## src/rtl/panel_stream_pkg.sv

```systemverilog
// Shared definitions for the panel pixel-write stream parser and the LED panel drivers.
// Optional statistics counters are enabled with `STREAM_STATS_EN (see panel_stream_writer).
package panel_stream_pkg;

  // Parser states, kept as plain constants for compatibility with older tools.
  typedef logic [2:0] stream_state_t;
  localparam stream_state_t ST_IDLE    = 3'd0;
  localparam stream_state_t ST_HDR_ROW = 3'd1;
  localparam stream_state_t ST_HDR_COL = 3'd2;
  localparam stream_state_t ST_PIX_HI  = 3'd3;
  localparam stream_state_t ST_PIX_LO  = 3'd4;
  localparam stream_state_t ST_DROP    = 3'd5;

  localparam logic [7:0] EN_IDLE = 8'hFF;

  localparam int HDR_PANEL = 0;
  localparam int HDR_ROW   = 1;
  localparam int HDR_COL   = 2;

  // RGB565 layout on ctrl_wdat: {B, G, R}.
  localparam int RGB_R_LSB = 0;
  localparam int RGB_R_MSB = 4;
  localparam int RGB_G_LSB = 5;
  localparam int RGB_G_MSB = 10;
  localparam int RGB_B_LSB = 11;
  localparam int RGB_B_MSB = 15;

  function automatic logic [15:0] rgb565_pack(input logic [4:0] b,
                                              input logic [5:0] g,
                                              input logic [4:0] r);
    return {b, g, r};
  endfunction

endpackage

```

## src/rtl/panel_stream_stats.sv

```systemverilog
// Good-packet and error-termination counters for the panel stream parser.
// Only instantiated when `STREAM_STATS_EN is defined.
module panel_stream_stats
  import panel_stream_pkg::*;
(
  input  logic        display_clock,
  input  logic        reset,
  input  logic        pkt_ok,
  input  logic        pkt_err,
  output logic [15:0] pkt_count,
  output logic [15:0] err_count
);

  // Both counters wrap naturally modulo 2^16.
  always_ff @(posedge display_clock) begin
    if (reset) begin
      pkt_count <= '0;
      err_count <= '0;
    end else begin
      if (pkt_ok)  pkt_count <= pkt_count + 16'd1;
      if (pkt_err) err_count <= err_count + 16'd1;
    end
  end

endmodule

```

## src/rtl/panel_stream_writer.sv

```systemverilog
// Parses pixel packets from the receive byte stream and drives the shared panel write bus.
// Define `STREAM_STATS_EN to add pkt_count/err_count outputs.
module panel_stream_writer
  import panel_stream_pkg::*;
#(
  parameter int WIDTH      = 64,
  parameter int HEIGHT     = 64,
  parameter int NUM_PANELS = 8
) (
  input  logic        display_clock,
  input  logic        reset,
  input  logic        s_valid,
  input  logic [7:0]  s_data,
  input  logic        s_last,
  output logic        s_ready,
  output logic [7:0]  ctrl_en,
  output logic [15:0] ctrl_addr,
  output logic [15:0] ctrl_wdat
`ifdef STREAM_STATS_EN
  ,
  output logic [15:0] pkt_count,
  output logic [15:0] err_count
`endif
);

  localparam int XW = $clog2(WIDTH);
  localparam int YW = $clog2(HEIGHT);

  stream_state_t   state;
  logic [7:0]      panel;
  logic [YW-1:0]   row;
  logic [XW-1:0]   col;
  logic [7:0]      hi_byte;
  logic            accept;

  assign accept = s_valid && s_ready;

  // Reset has priority, so a write landing in a reset cycle never reaches the bus.
  always_ff @(posedge display_clock) begin
    if (reset) begin
      state     <= ST_IDLE;
      panel     <= '0;
      row       <= '0;
      col       <= '0;
      hi_byte   <= '0;
      s_ready   <= 1'b0;
      ctrl_en   <= EN_IDLE;
      ctrl_addr <= '0;
      ctrl_wdat <= '0;
    end else begin
      s_ready <= 1'b1;
      ctrl_en <= EN_IDLE;
      if (accept) begin
        case (state)
          ST_IDLE: begin
            panel <= s_data;
            if (s_last)                          state <= ST_IDLE;
            else if (int'(s_data) >= NUM_PANELS) state <= ST_DROP;
            else                                 state <= ST_HDR_ROW;
          end
          ST_HDR_ROW: begin
            row <= s_data[YW-1:0];
            if (s_last)                      state <= ST_IDLE;
            else if (int'(s_data) >= HEIGHT) state <= ST_DROP;
            else                             state <= ST_HDR_COL;
          end
          ST_HDR_COL: begin
            col <= s_data[XW-1:0];
            if (s_last)                     state <= ST_IDLE;
            else if (int'(s_data) >= WIDTH) state <= ST_DROP;
            else                            state <= ST_PIX_HI;
          end
          ST_PIX_HI: begin
            hi_byte <= s_data;
            state   <= s_last ? ST_IDLE : ST_PIX_LO;
          end
          ST_PIX_LO: begin
            ctrl_en   <= panel;
            ctrl_addr <= 16'({row, col});
            ctrl_wdat <= {hi_byte, s_data};
            // Raster-order advance: column first, row on column wrap.
            if (col == XW'(WIDTH - 1)) begin
              col <= '0;
              row <= (row == YW'(HEIGHT - 1)) ? '0 : row + 1'b1;
            end else begin
              col <= col + 1'b1;
            end
            state <= s_last ? ST_IDLE : ST_PIX_HI;
          end
          ST_DROP: begin
            if (s_last) state <= ST_IDLE;
          end
          default: state <= ST_IDLE;
        endcase
      end
    end
  end

`ifdef STREAM_STATS_EN
  logic pkt_ok;
  logic pkt_err;

  // Only a packet ending on a complete pixel counts as good.
  assign pkt_ok  = accept && s_last && (state == ST_PIX_LO);
  assign pkt_err = accept && s_last && (state != ST_PIX_LO);

  panel_stream_stats u_stats (
    .display_clock (display_clock),
    .reset         (reset),
    .pkt_ok        (pkt_ok),
    .pkt_err       (pkt_err),
    .pkt_count     (pkt_count),
    .err_count     (err_count)
  );
`endif

endmodule
```

## config.mk

```make
export PLATFORM = sky130hd
export DESIGN_NAME = panel_stream_writer
export DESIGN_NICKNAME = d
export VERILOG_FILES = /design/src/rtl/panel_stream_pkg.sv /design/src/rtl/panel_stream_stats.sv /design/src/rtl/panel_stream_writer.sv
export SDC_FILE = /design/constraint.sdc
export NUM_CORES = 1
export LEC_CHECK = 0
export ABC_AREA = 1
export CAP_MARGIN = 10
export CELL_PAD_IN_SITES_DETAIL_PLACEMENT = 0
export CELL_PAD_IN_SITES_GLOBAL_PLACEMENT = 2
export CORE_MARGIN = 3
export CORE_UTILIZATION = 25
export CTS_CLUSTER_SIZE = 10
export DETAILED_ROUTE_END_ITERATION = 7
export PLACE_DENSITY = 0.73
export SKIP_LAST_GASP = 1
export SLEW_MARGIN = 20
export SYNTH_ARGS = -nofsm -noshare
export SYNTH_HDL_FRONTEND = slang
export SYNTH_SLANG_ARGS = --single-unit
export TNS_END_PERCENT = 20
```

## constraint.sdc

```tcl
create_clock -name display_clock -period 1.3 [get_ports display_clock]
set_input_delay 0.26 -clock display_clock [delete_from_list [all_inputs] [get_ports display_clock]]
set_output_delay 0.26 -clock display_clock [all_outputs]
set_load 0.05 [all_outputs]
```

### Yosys cells after proc, flatten, opt, wreduce, memory -nomap -nowiden

Index checks and enable logic that the tools add are counted.

* register bits: 68
* input bits: 12
* output and inout port bits: 41
* logic and storage cells: 51

* add/subtract/negate cells: 2
* magnitude comparators: 2
* equal/unequal tests: 9
* mux-type cells: 16
* bitwise logic cells: 2
* reductions and logical operators: 11

Operator list (count)
* $mux 3: 8
* $pmux 6 s2: 2
* $mux 6: 3
* $pmux 3 s6: 1
* $add 6x1->6 const B: 2
* $eq 6x6->1 const B: 2
* $reduce_and 2->1: 5
* $ge 8x4->1 const B: 1
* $ge 8x7->1 const B: 1
* $eq 3x2->1 const B: 2
* $eq 3x3->1 const B: 2
* $ne 2x2->1 const B: 2
* $reduce_bool 2->1: 2
* $eq 3x1->1 const B: 1
* $logic_not 3->1: 1
* $reduce_and 3->1: 1
* $reduce_or 3->1: 1
* $mux 2: 1
* $not 1->1: 2
* $logic_and 1x1->1: 1
* $mux 1: 1

### Longest topological paths before layout

* depth after elaboration: 4
* mapped depth: 9
* gate-level depth less buffers: 8

### Worst setup path before layout

No wires, ideal clock.

* path kind: register to register
* start point: register s_ready
* end point: register row[0]
* library setup time: 111 ps
* arrival time: 1507 ps
* required time: 1189 ps
* setup slack: -318 ps
* stages on the path, launching flop included: 8
* buffers on the path: 0
* period minus slack after synthesis: 1618 ps
* cell sequence: dfxtp_1 nand2_2 inv_1 nand4_1 nand2_2 inv_1 nor2_1 nor2_1

* word-level cells in the longest chain between the ends: 2

Ends and longest elaborated chain
* start, declared: RTL line panel_stream_writer.sv:15 `output logic s_ready,`
* start signal, assigned: RTL line panel_stream_writer.sv:46 `s_ready <= 1'b0;`
* start signal, assigned: RTL line panel_stream_writer.sv:51 `s_ready <= 1'b1;`
* $logic_and 1x1->1: RTL line panel_stream_writer.sv:36 `assign accept = s_valid && s_ready;`
* $reduce_and 3->1 (no line)
* end signal, assigned: RTL line panel_stream_writer.sv:62 `row <= s_data[YW-1:0];`
* end signal, assigned: RTL line panel_stream_writer.sv:84 `row <= (row == YW'(HEIGHT - 1)) ? '0 : row + 1'b1;`
* end, declared: RTL line panel_stream_writer.sv:31 `logic [YW-1:0] row;`

Every way passes these cells.
A chain may end at the register's enable or synchronous reset.

### Worst setup path in the final report

* start point: register state[1]
* end point: register ctrl_wdat[10]

* word-level cells in the longest chain between the ends: 2

Ends and longest elaborated chain
* start, declared: RTL line panel_stream_writer.sv:29 `stream_state_t state;`
* start signal, assigned: RTL line panel_stream_writer.sv:75 `state <= s_last ? ST_IDLE : ST_PIX_LO;`
* start signal, assigned: RTL line panel_stream_writer.sv:88 `state <= s_last ? ST_IDLE : ST_PIX_HI;`
* $eq 3x3->1: RTL line panel_stream_writer.sv:54 `case (state)`
* $reduce_and 2->1 (no line)
* end signal, assigned: RTL line panel_stream_writer.sv:80 `ctrl_wdat <= {hi_byte, s_data};`
* end, declared: RTL line panel_stream_writer.sv:18 `output logic [15:0] ctrl_wdat`

Every way passes these cells.

==> flow_summary.toml <==
[synthesis]
synth_xor_area_share_pct = 0.312
synthAdderAreaFrac_pct = 0.891
muxShareOfSynthArea_pct = 0
synth_ff_type = "dfxtp_1"
avgSynthCellArea_um2 = 7.33
ys_types = 24
synthCells = 383
synth_top_family_by_area = "simple AND/OR/NAND/NOR gates"
yosysSeqAreaShare_pct = 48.5
synth_seq_cells = 68
synth_compound_gate_area_share_pct = 16.6
synth_warnings = 0
yosys.area_share.simple_pct = 24.2
syn_area_mm2 = 0.00281
async_reset_ff_share_pct = 0
synth-edff-count = 0

[clock_network]
clock_path_buffers = 2
cts_made_buffers = 9
cts_max_level = 3
cts_num_sinks = 68
tritoncts = "yes"
path_clk_slew_ps = 70
cts_hold_buf = 0
clockRootBuffer = "clkbuf_8"
clock_latency_ps = 350

[power]
ir_drop_uv = 460
power.total_mw = 4.48
p_per_area_mw_per_mm2 = 1010
p_leak_nw = 2.01

[placed_design]
gp_congestion = 0.791
portBuffers = 48
place_ws_ps = -388
hpwl_um = 5770

[routing]
first_pass_iters = 4
drt_iter0_drc = 103
routed-via-count = 2643
routed_via_density = 4.28
wire_per_inst_um = 12.8
drc = 0
routed_wl_um = 7920
ant_nets = 0

[sta]
setup_viol = 8
slew_violations = 0
setup_ws_ps = -21.2
rsz0062_at_grt = "true"
hold_viol_final = 0
fmax_mhz = 757
finalCritPeriodShare_pct = 102
period_needed_ps = 1320
finClkSkew_ps = 8.95

[floorplanning]
die-area_mm2 = 0.0125
top_level_ports = 53
initial_utilization_pct = 25.8
fp.dieW_um = 112
rows = 38
die_h_um = 112
core_mm2 = 0.0109

[global_route]
grt_start_max_net_pins = 30
grt_pass1_vias = 2670
grt_antenna_before_repair = 0
grt_pass1_wl_um = 13100
overflow = 0
grt_use_total_pct = 13.1

[flow_run]
cap_violations = 0

[layout]
post-route-util_pct = 40.6
syn2layout_area_growth_pct = 57.6
drive_above_1_share_pct = 26.4
nets = 486
final_cell_mix = "nand2_1 (66), nor2_1 (62), dfxtp_1 (62), o21ai_0 (50)"
final_common_cell = "nand2_1"
diodes = 0

[setup_path]
path_class = "flop to flop"
arrival_ps = 1560
path_max_fanout = 12
cp.required_ps = 1540
critPathLaunchType = "flop"
end_kind = "flop"

[run_status]
status = "finished, violations left"
violations = "negative setup slack"

[hold_path]
hold_path.class = "flop to flop"
-- cells in the mapped netlist (3+ instances only) --
master	count	share of area (%)
nand2_1	69	9.2
buf_2	6	1.1
inv_1	35	4.7
nand2_2	3	0.67
nor2_1	65	8.7
nand4_1	3	0.67
clkbuf_1	4	0.53
buf_6	3	1.2
o21ai_1	3	0.53
a21oi_1	39	7.0
o21ai_0	51	9.1
buf_4	6	1.6
dfxtp_1	68	48
nand3_1	17	3.0
-- through the flow --
| stage | cell area, um2 | cells | hold slack, ps | TNS (ps) |
|---|---|---|---|---|
| finish | 4420 | 617 | 428 | -83.9 |
| detailed placement | 4080 | 597 | 415 | -18110 |
| global route | 4420 | 617 | 449 | -3260 |
| CTS | 4360 | 616 | 434 | -145 |
| global placement | 4080 | 597 | 412 | -17010 |
| floorplan | 2820 | 386 | 329 | 0 |
-- area by class of cell --
cell class,count,area [um2]
Clock inverter,2,13.8
Clock buffer,14,194
Sequential cell,68,1380
Timing Repair Buffer,95,1260
Tap cell,140,175
Fill cell,1077,6460
Inverter,36,141
Multi-Input combinational cell,262,1260
-- repair_timing --
item,in CTS,in global routing
pin swaps,3,2
setup endpoints to repair,53,60
resized for setup,14,19
endpoints found under the hold margin,0,0
buffers inserted,3,1
-- power by group --
group          internal (mW)  switching (mW)
logic                  0.238           0.296
clock network          0.967           0.812
registers               2.13          0.0406
total                   3.33            1.15
-- final timing paths --
check / slack, ps / startpoint / to / cells past startpoint
worst max register to register: -20 / state[1]$_SDFFE_PP0P_ / ctrl_wdat[10]$_SDFFE_PP0P_ / 7
worst min register to register: 430 / panel[1]$_SDFFE_PP0P_ / ctrl_en[1]$_SDFF_PP1_ / 2
worst min-delay path: 430 / panel[1]$_SDFFE_PP0P_ / ctrl_en[1]$_SDFF_PP1_ / 2
worst max-delay path: -20 / state[1]$_SDFFE_PP0P_ / ctrl_wdat[10]$_SDFFE_PP0P_ / 7
-- state kept, by name (all words and copies together) (netlist names) --
name,cells
ctrl_wdat,16
panel,8
ctrl_en,8
col,6
hi_byte,8
row,6
ctrl_addr,12
state,3
s_ready,1
-- per-layer routing --
layer / up-vias / wire [um] / GRT usage, %
met4: 0 / 184 / 6.57
met3: 14 / 292 / 3.15
met5: - / 0 / 0
met1: 1178 / 3880 / 17.1
met2: 55 / 3560 / 20.3
li1: 1396 / - / -
-- worst max-delay path: stages, from the launching register on --
cell and delay, ps:
dfxtp_4 380, nor2_4 140, nand2_4 110, nor2_8 170, inv_4 90, buf_12 150, nor2_1 100, nor2_1 60
-- cell families (layout without fill, tap and decap cells) --
family / count (synthesis) / count (layout)
xor gates and xnor gates: 1 / 1
other: 1 / 4
buffers and inverters: 56 / 147
and+or+nand+nor: 162 / 162
DFF: 68 / 68
adders and majority gates: 2 / 2
AOI/OAI and AO/OA: 93 / 93
Note: power is estimated with default switching activity, not from simulation.
